**config.mk**
```make
export PLATFORM = sky130hd
export DESIGN_NAME = nibble_op_sequencer
export DESIGN_NICKNAME = d
export VERILOG_FILES = /design/src/rtl/nibble_op_sequencer_pkg.sv /design/src/rtl/nibble_op_sequencer.sv
export SDC_FILE = /design/constraint.sdc
export NUM_CORES = 1
export LEC_CHECK = 0
export CORE_UTILIZATION = 45
export DETAILED_ROUTE_END_ITERATION = 8
export PLACE_DENSITY = 0.88
export SLEW_MARGIN = 20
export SYNTH_ARGS = -nofsm -noshare
export SYNTH_HDL_FRONTEND = slang
export SYNTH_SLANG_ARGS = --single-unit
```
**constraint.sdc**
```tcl
create_clock -name clk -period 5.5 [get_ports clk]
set_clock_uncertainty 0.2 [all_clocks]
set_input_delay 1.375 -clock clk [delete_from_list [all_inputs] [get_ports clk]]
set_output_delay 1.375 -clock clk [all_outputs]
set_load 0.005 [all_outputs]
```
**src/rtl/nibble_op_sequencer_pkg.sv**
```systemverilog
// rtl/nibble_op_sequencer_pkg.sv - shared ALU command/control types plus sequencer state and request types.
// NIBBLE_SEQ_MULTI_SHIFT_EN selects multi-pass right shifts.
package nibble_op_sequencer_pkg;

  typedef enum logic [2:0] {
    ADD   = 3'd0,
    SUB   = 3'd1,
    COMP  = 3'd2,
    XNOR  = 3'd3,
    RSHFT = 3'd4
  } AluCmd;

  typedef struct packed {
    logic       carry_in;
    logic       invert_w2;
    logic [1:0] op_sel;
  } alu_ctrl_bits_t;

  typedef struct packed {
    AluCmd          cmd;
    alu_ctrl_bits_t ctrl;
  } AluCtrl;

  typedef enum logic [1:0] {
    IDLE = 2'd0,
    ARM  = 2'd1,
    RUN  = 2'd2,
    RESP = 2'd3
  } seq_state_t;

  typedef struct packed {
    AluCmd       cmd;
    logic [31:0] w1;
    logic [2:0]  nibbles;
    logic        signed_neg;
    logic        check_eq;
  } seq_req_t;

  function automatic AluCtrl cmd_to_ctrl(input AluCmd cmd);
    AluCtrl c;
    c.cmd            = cmd;
    c.ctrl.carry_in  = (cmd == SUB);
    c.ctrl.invert_w2 = (cmd == SUB) || (cmd == COMP);
    c.ctrl.op_sel    = (cmd == XNOR) ? 2'd1 : (cmd == RSHFT) ? 2'd2 : 2'd0;
    return c;
  endfunction

  // Without the multi-shift build every RSHFT is a single one-bit pass.
  function automatic logic [4:0] eff_shift_cnt(input logic [4:0] cnt);
`ifdef NIBBLE_SEQ_MULTI_SHIFT_EN
    return cnt;
`else
    return cnt & 5'd0 | 5'd1;
`endif
  endfunction

endpackage

```
**src/rtl/nibble_op_sequencer.sv**
```systemverilog
// rtl/nibble_op_sequencer.sv - request/response sequencer driving an external nibble-serial ALU loop.
// NIBBLE_SEQ_MULTI_SHIFT_EN enables repeated RSHFT passes and the zero-count bypass.
module nibble_op_sequencer
  import nibble_op_sequencer_pkg::*;
(
  input  logic        clk,
  input  logic        rst,
  input  logic        req_valid,
  output logic        req_ready,
  input  AluCmd       req_cmd,
  input  logic [31:0] req_w1,
  input  logic [31:0] req_w2,
  input  logic [2:0]  req_nibbles,
  input  logic        req_signed_neg,
  input  logic        req_check_eq,
  input  logic [4:0]  req_shift_cnt,
  output logic        rsp_valid,
  input  logic        rsp_ready,
  output logic [31:0] rsp_result,
  output logic        rsp_carry,
  output logic        rsp_zero,
  output logic        loop_perm_to_count,
  output logic [2:0]  loop_nibbles_number,
  output AluCtrl      ctrl,
  output logic        check_if_result_0xF,
  output logic        word2_is_signed_and_negative,
  output logic [31:0] word1,
  output logic [31:0] word2,
  output logic        enable_preinit_only,
  output logic [31:0] preinit_result,
  input  logic        loop_busy,
  input  logic [31:0] loop_result,
  input  logic        loop_carry
);

  seq_state_t  state;
  seq_req_t    req_q;
  logic [4:0]  shift_cnt;
  logic        bypass;

  assign word1                        = req_q.w1;
  assign loop_nibbles_number          = req_q.nibbles;
  assign check_if_result_0xF          = req_q.check_eq;
  assign word2_is_signed_and_negative = req_q.signed_neg;

  always_ff @(posedge clk) begin
    if (rst) begin
      state               <= IDLE;
      req_q               <= '0;
      req_ready           <= 1'b1;
      rsp_valid           <= 1'b0;
      rsp_result          <= '0;
      rsp_carry           <= 1'b0;
      rsp_zero            <= 1'b1;
      loop_perm_to_count  <= 1'b0;
      enable_preinit_only <= 1'b0;
      preinit_result      <= '0;
      word2               <= '0;
      ctrl                <= '0;
      shift_cnt           <= '0;
      bypass              <= 1'b0;
    end else begin
      enable_preinit_only <= 1'b0;
      unique case (state)
        IDLE: begin
          if (req_valid) begin
            req_q          <= '{cmd: req_cmd, w1: req_w1, nibbles: req_nibbles,
                                signed_neg: req_signed_neg, check_eq: req_check_eq};
            word2          <= req_w2;
            ctrl           <= cmd_to_ctrl(req_cmd);
            preinit_result <= (req_cmd == RSHFT) ? 32'd0 : req_w1;
            shift_cnt      <= eff_shift_cnt(req_shift_cnt);
            req_ready      <= 1'b0;
            state          <= ARM;
`ifdef NIBBLE_SEQ_MULTI_SHIFT_EN
            if (req_cmd == RSHFT && req_shift_cnt == 5'd0) begin
              bypass              <= 1'b1;
              enable_preinit_only <= 1'b1;
              preinit_result      <= req_w2;
            end
`endif
          end
        end
        ARM: begin
          if (bypass) begin
            // Zero-distance shift: the unshifted operand is the answer.
            bypass     <= 1'b0;
            rsp_result <= word2;
            rsp_carry  <= 1'b0;
            rsp_zero   <= (word2 == 32'd0);
            rsp_valid  <= 1'b1;
            state      <= RESP;
          end else begin
            loop_perm_to_count <= 1'b1;
            state              <= RUN;
          end
        end
        RUN: begin
          if (!loop_busy) begin
            loop_perm_to_count <= 1'b0;
            if (req_q.cmd == RSHFT && shift_cnt > 5'd1) begin
              shift_cnt <= shift_cnt - 5'd1;
              word2     <= loop_result;
              state     <= ARM;
            end else begin
              rsp_result <= loop_result;
              rsp_carry  <= loop_carry;
              rsp_zero   <= (loop_result == 32'd0);
              rsp_valid  <= 1'b1;
              state      <= RESP;
            end
          end
        end
        RESP: begin
          if (rsp_ready) begin
            rsp_valid <= 1'b0;
            req_ready <= 1'b1;
            state     <= IDLE;
          end
        end
        default: state <= IDLE;
      endcase
    end
  end

endmodule

```
==> After elaboration in Yosys (flattened, before gate mapping) <==
Cells that the tools add are included.
{ "classes": {"add_sub_neg": 1, "n_lt_le_gt_ge": 1, "n_eq_ne": 13, "n_mux": 34, "bitwise_logic": 1, "n_reduce_logical": 15} }
{ "op_table": {"columns": ["operator", "count"], "rows": [
  ["2-to-1 mux 32 bit", 7],
  ["case mux 32 bit (2 select lines)", 1],
  ["logical NOT 32 bit", 1],
  ["2-to-1 mux 5 bit", 3],
  ["2-to-1 mux 1 bit", 12],
  ["2-to-1 mux 2 bit", 6],
  ["inequality test 2 bit, second input constant", 5],
  ["case mux 5 bit (2 select lines)", 1],
  ["case mux 2 bit (4 select lines)", 1],
  ["AND reduction 4 bit", 2],
  ["equality test 3 x 2 -> 1 bit, second input constant", 2],
  ["equality test 3 bit, second input constant", 2],
  ["case mux 1 bit (2 select lines)", 3],
  ["AND reduction 3 bit", 2],
  ["nonzero test 2 bit", 3],
  ["greater-than comparator 5 x 1 -> 1 bit, second input constant", 1],
  ["AND reduction 5 bit", 1],
  ["subtractor 5 x 1 -> 5 bit, second input constant", 1],
  ["equality test 2 bit, second input constant", 2],
  ["AND reduction 2 bit", 2],
  ["equality test 3 x 1 -> 1 bit, second input constant", 1],
  ["nonzero test 3 bit", 1],
  ["equality test 2 x 1 -> 1 bit, second input constant", 1],
  ["logical NOT 2 bit", 1],
  ["3 further kinds", 3]
]} }
{ "word_totals": {"regBits": 152, "in_bits": 115, "wordCells": 83} }

==> Logic depth before layout (Yosys ltp) <==
Gate-level depths: netlist of the first run.
{ "logic_depth": {"depth_word": 5, "mapped_depth": 7} }

==> Worst setup path before layout of the first run <==
No wires, ideal clock.
{ "synth_timing": {"path_type": "input-to-reg", "start": "in req_valid", "end": "reg shift_cnt[0]", "setup_ns": 0.089, "arrival_time_ns": 2.609, "slack_ns": 2.602, "cell_stages": 6, "path_buffers": 2, "cell_sequence": "or3b_1 clkbuf_1 a22oi_4 buf_6 a21oi_1 a311oi_2"} }
{ "synth_between": {"elab_chain_cells": 2} }
{ "synth_lines": {"columns": ["element", "line", "source"], "rows": [
  ["from (decl)", "nibble_op_sequencer.sv:8", "input logic req_valid,"],
  ["inequality test 2 bit (no source line)", null, null],
  ["AND reduction 4 bit (no source line)", null, null],
  ["to (signal assigned)", "nibble_op_sequencer.sv:72", "shift_cnt <= eff_shift_cnt(req_shift_cnt);"],
  ["to (signal assigned)", "nibble_op_sequencer.sv:102", "shift_cnt <= shift_cnt - 5'd1;"],
  ["to (decl)", "nibble_op_sequencer.sv:38", "logic [4:0] shift_cnt;"]
]} }
Every way passes these cells.
A chain may end at the register's enable or synchronous reset.

==> Final worst setup path of the first run <==
{ "layout_timing": {"start": "in req_valid", "end": "reg preinit_result[7]"} }
{ "layout_between": {"elab_chain_cells": 1} }
{ "layout_lines": {"columns": ["element", "line", "source"], "rows": [
  ["AND reduction 2 bit (no source line)", null, null],
  ["to (signal assigned)", "nibble_op_sequencer.sv:71", "preinit_result <= (req_cmd == RSHFT) ? 32'd0 : req_w1;"],
  ["to (decl)", "nibble_op_sequencer.sv:30", "output logic [31:0] preinit_result,"]
]} }
Every way passes these cells.

==> results.ini, run 1 <==
[run_status]
outcome=completed

[final_layout]
antenna_cells=0
fin_util_pct=70.3
layout-drive-gt1-share_pct=8.84
area_growth_pct=51.8
stdcell_count=1126
nNetsFinal=1056
fin_area_um2=9340

[timing]
setup_viol=0
period_share_pct=67.2
relSlewSlack_pct=46.7
fmax_mhz=271
min_period_ns=3.70
worstMarginPinSlew_ns=0.799
slew_violations=0
rsz0062_at_grt=false
hold_violations=0
setup_tns_ns=0

[place]
gp_congestion=0.825
dp.cells=1096
dpl_cell_area_um2=8730
dp_hpwl_um=13200
io_buffers=254

[critical_path]
critPathRequiredTime_ns=5.65
critPathKind=in2reg
worstPathMaxFanout=79
worst-path-buf-inv=3
startpoint_type=input pin
cp.arrival_ns=3.85
slowest_delay_ns=0.52
crit_path_end_kind=flop
crit_chain=clkdlybuf4s50_1 > or3b_2 > buf_4 > nor2_2 > buf_4 > a22oi_1 > nor2_1
cp_slowest_cell=clkdlybuf4s50_1
critPathTopFamily=buffers and inverters
reg2reg_setup_slack_ns=2.77
crit_top_cell=buf_4

[grt]
grt_max_degree=80
antenna_found_initial=0
grt_usage_pct=27.5
grt_pass1_wl_um=30700
grt_pass1_vias=5978
grt.overflow.total=0

[drt]
highest_layer=met4
num_vias=6207
drc=0
drt_first_pass_iters=5
drtAntennaViolNets=0
dr_wl_met3_um=2020
via_per_inst=5.51
drt_iter0_drc=497
dr_wl_met2_um=9050
wirelength_um=19400
m1WireLength_um=7860
wl_per_cell_um=17.3

[synthesis]
syn_nets=835
syn-instance-count=718
synth_most_common_cell=dfxtp_1
synth_seq_cells=152
synth_cell_type_count=49
avgSynthCellArea_um2=8.57
synth-edff-count=0
ys.flop_type=dfxtp_1
async_reset_ff_share_pct=0
yosys.area.top_type_share_pct=49.4
synth_seq_area_share_pct=49.4
synth_warnings=0
syn_area_um2=6160
synth_area_leaders=dfxtp_1, a21oi_1, nand2_1
synth_common_cells=dfxtp_1, nand2_1, a21oi_1
yosys.area.top_type=dfxtp_1

[cts]
post_cts_buffers=0
clkLatencyLatePin_ns=0.41
cts_resized=0
clkTransAtPathRegs_ns=0.06
clk_path_buf_depth=2
htreeDepth=4
ctsHoldBuffers=0
cts_buffers=17
cts_tree=yes
cts_root_buffer=clkbuf_16
cts.sinks=152

[power_and_ir_drop]
power.leakage_uw=0.00331
power_frac_clock_pct=39.4
power_density_nw_per_um2=328
seq_power_share_pct=40.5
swShare_pct=25.6
p_int_uw=2280
p_comb_share_pct=20.1
p_total_uw=3060
ir_drop_uv=177
power.net_switching_uw=783

[floorplan]
die_h_um=119
die_x_um=119
start_util_pct=46.3
top_level_ports=261
core_um2=13300
fp.dieArea_um2=14200
rows=42

[run]
drv_cap=0

[hold_path]
hp-class=reg2reg

-- logic make-up (layout without fill, tap and decap cells) --
| kind of cell | after synthesis | after routing | synth area share (%) |
|---|---|---|---|
| AOI/OAI and AO/OA | 233 | 233 | 26.0 |
| xor gates and xnor gates | 1 | 1 | 0.142 |
| adders and majority gates | 2 | 2 | 0.406 |
| buffers and inverters | 71 | 303 | 5.33 |
| DFF | 152 | 152 | 49.4 |
| muxes | 1 | 1 | 0.163 |
| other | 1 | 1 | 0.0609 |
| and+or+nand+nor | 257 | 257 | 18.5 |
-- registers in the layout, indices dropped and copies added, names as in the netlist --
| signal | cells |
|---|---|
| check_if_result_0xF | 1 |
| ctrl | 4 |
| loop_nibbles_number | 3 |
| loop_perm_to_count | 1 |
| preinit_result | 32 |
| req_q | 3 |
| req_ready | 1 |
| rsp_carry | 1 |
| rsp_result | 32 |
| rsp_valid | 1 |
| rsp_zero | 1 |
| shift_cnt | 5 |
| state | 2 |
| word1 | 32 |
| word2 | 32 |
| word2_is_signed_and_negative | 1 |
-- worst register-to-register path: cells and delay by family (launching register included) --
kind / cells / cell delay [ns]
and+or+nand+nor: 3 / 1.16
buffers and inverters: 2 / 0.73
DFF: 1 / 0.45
AOI/OAI and AO/OA: 1 / 0.13
-- power by group through the flow --
stage | clock network, uW | registers [uW] | logic [uW]
3_5_place_dp | 0 | 1260 | 611
2_1_floorplan | 0 | 1260 | 291
4_1_cts | 1230 | 1240 | 615
6_report | 1210 | 1240 | 615
5_1_grt | 1280 | 1250 | 662
3_3_place_gp | 0 | 1260 | 602
-- cell usage in the layout, fill, tap and decap left out, drive strengths merged, types with 2 or more instances in the layout --
master	count
a21oi	120
a22oi	33
a311oi	34
buf	15
bufinv	3
clkbuf	23
clkdlybuf4s50	253
clkinv	3
dfxtp	152
ha	2
inv	5
nand2	149
nand2b	2
nand3	37
nand4	2
nor2	38
nor3	4
nor3b	4
nor4	9
o21ai	38
or3	2
or3b	3
or4	2
-- cell type report --
| class | count | area [um^2] |
|---|---|---|
| Fill cell | 991 | 3950 |
| Sequential cell | 152 | 3040 |
| Multi-Input combinational cell | 495 | 2800 |
| Timing Repair Buffer | 268 | 2650 |
| Clock buffer | 23 | 498 |
| Tap cell | 176 | 220 |
| Clock inverter | 7 | 116 |
| Inverter | 5 | 18.8 |
-- per-layer routing --
layer	vias to the layer above	global-route usage, %
met5	-	0
met4	0	12.3
met3	42	10.8
met2	292	43.6
met1	2882	32.8
li1	2991	-
-- metrics by stage --
stage | setup slack [ns] | hold slack, ns
after floorplan | 2.60 | 0.248
after detailed placement | 1.40 | 0.247
final | 1.80 | 0.252
after CTS | 1.83 | 0.254
after global routing | 1.70 | 0.276
after global placement | 1.44 | 0.240
-- final timing paths --
path | start | depth (start not counted) | endpoint
setup reg to reg | state[1] | 6 | preinit_result[7]
hold / removal | ctrl[0] | 2 | ctrl[0]
setup / recovery | req_valid | 7 | preinit_result[7]
hold reg to reg | ctrl[0] | 2 | ctrl[0]
(Power assumes the default switching activity.)
==> inputs of run 2 (changes only) <==
CORE_UTILIZATION = 39   (was 45)
PLACE_DENSITY = 0.81   (was 0.88)
clock period = 3.1 ns   (was 5.5 ns; I/O delays follow)
==> run 2 against run 1 <==
  * Routed wire length rose by 1.6%
  * Final cell count rose by 3.9%
  * Core utilization fell by 8.7 points
  * Sequential share of layout area fell by 0.32 points
  * Clock power rose by 63%
  * Worst hold slack got worse by 0.0023 ns
  * Critical path depth fell by 1
  * First-iteration DRC count fell by 34%
  * Count of clock-buffer cells in the layout fell by 2
  * Combinational power rose by 82%
  * Final area rose by 0.99%
==> results.ini, run 2 (synthesis gave the netlist of run 1 again) <==
[place]
dp_hpwl_um=13700  ; +3.8%
dpl_cell_area_um2=8870  ; +1.7%
gp_congestion=0.826  ; +0.22%
io_buffers=254  ; unchanged

[grt]
grt_usage_pct=24.4  ; -3.1 points
grt.overflow.total=0  ; unchanged
grt_pass1_wl_um=30800  ; +0.50%
grt_pass1_vias=5896  ; -1.4%
grt_max_degree=76  ; -5.0%
antenna_found_initial=0  ; unchanged

[floorplan]
core_um2=15300  ; +15%
fp.dieArea_um2=16300  ; +15%
rows=45  ; +7.1%
die_h_um=128  ; +7.3%
top_level_ports=261  ; unchanged
die_x_um=128  ; +7.3%
start_util_pct=40.2  ; -6.1 points

[cts]
clkLatencyLatePin_ns=0.42  ; about the same
clk_path_buf_depth=2  ; unchanged
post_cts_buffers=0  ; unchanged
cts_root_buffer=clkbuf_16
cts_buffers=17  ; unchanged
htreeDepth=4  ; unchanged
cts.sinks=152  ; unchanged
cts_resized=0  ; unchanged
ctsHoldBuffers=0  ; unchanged
clkTransAtPathRegs_ns=0.06  ; about the same
cts_tree=yes

[power_and_ir_drop]
ir_drop_uv=379  ; +110%
seq_power_share_pct=41.6  ; +1.1 points
power_frac_clock_pct=37.3  ; -2.1 points
p_comb_share_pct=21.1  ; +1.0 points
p_int_uw=3850  ; +69%
power.net_switching_uw=1450  ; +85%
p_total_uw=5290  ; +73%
swShare_pct=27.3  ; +1.7 points
power.leakage_uw=0.00332  ; +0.36%
power_density_nw_per_um2=561  ; +71%

[timing]
setup_tns_ns=0  ; unchanged
period_share_pct=80.9
fmax_mhz=399
slew_violations=0  ; unchanged
min_period_ns=2.51
hold_violations=0  ; unchanged
setup_viol=0  ; unchanged
rsz0062_at_grt=false

[final_layout]
area_growth_pct=53.3
fillers=1297  ; +31%
fin_area_um2=9440  ; +0.99%
regArea_um2=3040  ; unchanged
final_common_cell=clkdlybuf4s50_1
final_cell_mix=clkdlybuf4s50_1, dfxtp_1, nand2_1
nNetsFinal=1063  ; +0.66%
antenna_cells=0  ; unchanged
multi_input_area_um2=2800  ; unchanged
layout-drive-gt1-share_pct=9.59  ; +0.75 points
fin_util_pct=61.6  ; -8.7 points

[drt]
drtAntennaViolNets=0  ; unchanged
drt_first_pass_iters=4  ; -1
drc=0  ; unchanged
wirelength_um=19800  ; +1.6%
drt_iter0_drc=330  ; -34%
via_per_inst=5.34  ; -3.1%
num_vias=6248  ; +0.66%
wl_per_cell_um=16.9  ; -2.2%

[critical_path]
cp.arrival_ns=2.63  ; -1.22 ns
startpoint_type=input pin
reg2reg_setup_slack_ns=0.90  ; -1.87 ns
reg2reg_to=word2[10]
timing.rr.start=state[1]
crit_path_end_kind=flop
critPathKind=in2reg
critPathRequiredTime_ns=3.22  ; -2.43 ns
reg2reg_depth=5  ; -1
worstPathMaxFanout=35  ; -56%

[hold_path]
hp-class=reg2reg
hold_start=ctrl[0]
hold_end=ctrl[0]
hold_depth=2  ; unchanged

[run_status]
outcome=completed

[run]
drv_cap=0  ; unchanged

-- run 2: cell types whose count changed in the layout (fill, tap and decap cells not counted) --
| cell | delta |
|---|---|
| clkinvlp_4 | +4 |
| buf_12 | +4 |
| clkbuf_1 | +1 |
| clkinv_2 | +1 |
| buf_4 | +3 |
| bufinv_16 | -2 |
| clkbuf_8 | -3 |
| clkinv_4 | +1 |
-- run 2: worst max path at each step --
stage / slack (ns) / to / start
CTS: 0.61 / word2[8] / req_valid
global placement: 0.21 / word2[4] / req_valid
floorplan: 0.80 / shift_cnt[0] / req_valid
detailed placement: 0.14 / word2[11] / req_valid
global route: 0.51 / word2[8] / req_valid
finish: 0.59 / word2[10] / req_valid
-- run 2: cell type report --
class	count	share of cell area, %
clock buffer	21	4.88
clock inverter	11	1.06
inverter	5	0.199
multi-input combinational	495	29.7
sequential	152	32.3
tap	211	2.80
timing repair buffer	275	29.1
-- run 2: power groups by stage --
stage	clock (uW)	combinational [uW]	sequential [uW]
3_3_place_gp	0	1100	2240
6_report	1970	1120	2200
4_1_cts	2010	1120	2200
3_5_place_dp	0	1110	2240
2_1_floorplan	0	517	2240
5_1_grt	2100	1210	2220
-- run 2: critical path, cell delays in order --
cell,delay [ns]
clkdlybuf4s50_1,0.52
or3b_2,0.53
a22oi_4,0.21
buf_12,0.21
a21oi_1,0.09
a311oi_1,0.27
-- run 2: metrics by stage --
stage	std cells	hold slack, ns	setup slack, ns
after floorplan	718	0.248	0.802
after global placement	1138	0.239	0.213
after detailed placement	1138	0.245	0.136
after CTS	1170	0.251	0.610
after global routing	1170	0.266	0.513
final	1170	0.249	0.591
-- run 2: routing by layer --
layer | routed length (um) | global-route usage, % | vias up
met4 | 631 | 11.8 | 0
met5 | 0 | 0 | -
met3 | 2110 | 9.76 | 42
met1 | 7870 | 28.5 | 2915
li1 | - | - | 3001
met2 | 9150 | 39.0 | 290
==> inputs of run 3 (changes only) <==
CORE_UTILIZATION = 43   (was 39)
PLACE_DENSITY = 0.85   (was 0.81)
clock period = 2.5 ns   (was 3.1 ns; I/O delays follow)
==> run 3 against run 2 <==
  * Worst hold slack worse by 0.015 ns
  * Die area decreased by 9.2%
  * Sequential share of layout area is 0.65 points lower
  * Clock power increased by 27%
==> results.ini, run 3 (synthesis gave the netlist of run 1 again) <==
[run_status]
outcome=completed

[timing]
setup_tns_ns=0  ; unchanged
fmax_mhz=432
worstMarginPinSlew_ns=0.523
slew_violations=0  ; unchanged
min_period_ns=2.32
setup_viol=0  ; unchanged
period_share_pct=92.6
relSlewSlack_pct=65.1
hold-worst-slack_ns=0.234  ; -0.0149 ns
rsz0062_at_grt=false
hold_violations=0  ; unchanged

[final_layout]
area_growth_pct=56.4
regArea_um2=3040  ; unchanged
final_cell_mix=clkdlybuf4s50_1, dfxtp_1, nand2_1
multi_input_area_um2=2800  ; unchanged
final_common_cell=clkdlybuf4s50_1
fillers=1059  ; -18%
stdcell_count=1163  ; -0.60%
layout-drive-gt1-share_pct=11.8  ; +2.2 points
nNetsFinal=1086  ; +2.2%
fin_area_um2=9630  ; +2.1%

[critical_path]
critPathRequiredTime_ns=2.63  ; -0.59 ns
setup.worst_path.start=req_valid
critPathKind=in2reg
cp.arrival_ns=2.44  ; -0.19 ns
timing.rr.start=state[0]
worstPathMaxFanout=17  ; -51%
crit_path_end_kind=flop
startpoint_type=input pin

[place]
dp.cells=1130  ; -0.70%
dp_hpwl_um=14200  ; +3.8%
io_buffers=254  ; unchanged
gp_congestion=0.871  ; +5.4%
dpl_cell_area_um2=9050  ; +1.9%

[cts]
ctsHoldBuffers=0  ; unchanged
clkTransAtPathRegs_ns=0.06  ; about the same
cts_tree=yes
htreeDepth=4  ; unchanged
cts.sinks=152  ; unchanged
post_cts_buffers=0  ; unchanged
cts_resized=0  ; unchanged
cts_buffers=17  ; unchanged
clkLatencyLatePin_ns=0.42  ; about the same
clk_path_buf_depth=2  ; unchanged
cts_root_buffer=clkbuf_16

[grt]
grt.overflow.total=0  ; unchanged
grt_max_degree=97  ; +28%
grt_pass1_wl_um=31700  ; +2.9%
grt_usage_pct=27.8  ; +3.4 points
grt_pass1_vias=6323  ; +7.2%
antenna_found_initial=1  ; +1

[run]
drv_cap=0  ; unchanged

[power_and_ir_drop]
p_total_uw=6700  ; +27%
power.leakage_uw=0.00346  ; +4.3%
seq_power_share_pct=40.8  ; -0.8 points
power_density_nw_per_um2=695  ; +24%
power_frac_clock_pct=37.5  ; +0.2 points
swShare_pct=27.4  ; +0.10 points
p_int_uw=4860  ; +26%
p_comb_share_pct=21.7  ; +0.6 points
ir_drop_uv=508  ; +34%
power.net_switching_uw=1840  ; +27%

[floorplan]
die_x_um=122  ; -4.7%
top_level_ports=261  ; unchanged
die_h_um=122  ; -4.7%
core_um2=13900  ; -9.0%
rows=43  ; -4.4%
start_util_pct=44.2  ; +4.0 points
fp.dieArea_um2=14800  ; -9.2%

[drt]
num_vias=6384  ; +2.2%
drt_first_pass_iters=5  ; +1
drc=0  ; unchanged
via_per_inst=5.49  ; +2.8%
drt_iter0_drc=583  ; +77%
drtAntennaViolNets=0  ; unchanged
wl_per_cell_um=17.6  ; +4.0%
wirelength_um=20400  ; +3.4%

[hold_path]
hold_start=rst
hp-class=in2reg

[run 3: changes by cell type in the layout (fill, tap and decap cells not counted)]
cell,change
buf_12,+3
buf_4,+20
clkbuf_1,-1
clkbuf_8,+1
clkinv_2,-2
clkinv_4,+1
clkinvlp_4,-3
diode_2,+1
inv_6,+4
[run 3: area by class of cell]
| type | count | area share, % |
|---|---|---|
| inverters | 5 | 0.195 |
| repair buffers | 298 | 30.7 |
| flip-flops and latches | 152 | 31.6 |
| well taps | 180 | 2.34 |
| multi-input cells | 495 | 29.1 |
| clock buffers | 21 | 4.89 |
| diodes | 1 | 0.0260 |
| clock inverters | 11 | 1.16 |
[run 3: final timing paths]
check	endpoint	slack, ns	cells past startpoint
min	shift_cnt[0]	0.23	2
max reg2reg	word2[0]	0.35	5
max	word2[0]	0.18	6
min reg2reg	word1[1]	0.25	2
[run 3: worst max-delay path: stages]
cell             delay (ns)
clkdlybuf4s50_1        0.48
or3b_2                 0.51
a22oi_4                0.26
buf_12                 0.18
a21oi_1                0.10
a311oi_2               0.28
[run 3: power groups by stage]
stage	logic [uW]	registers (uW)	clock network (uW)
finish	1450	2730	2510
global route	1570	2750	2650
CTS	1450	2730	2550
detailed placement	1440	2780	0
global placement	1420	2770	0
floorplan	641	2780	0
[run 3: metal layers]
| metal | share of wire (%) | track usage (%) | up-vias |
|---|---|---|---|
| met5 | 0 | 0 | - |
| met4 | 2.5 | 12.0 | 0 |
| met3 | 11 | 11.0 | 35 |
| met2 | 48 | 46.9 | 294 |
| met1 | 39 | 30.9 | 3010 |
| li1 | - | - | 3045 |
[run 3: per-stage QoR]
stage	util, %	worst slack (ns)
floorplan	-	0.352
global placement	64.9	-0.162
detailed placement	64.9	-0.226
CTS	69.1	0.195
global route	69.1	0.134
finish	69.1	0.184
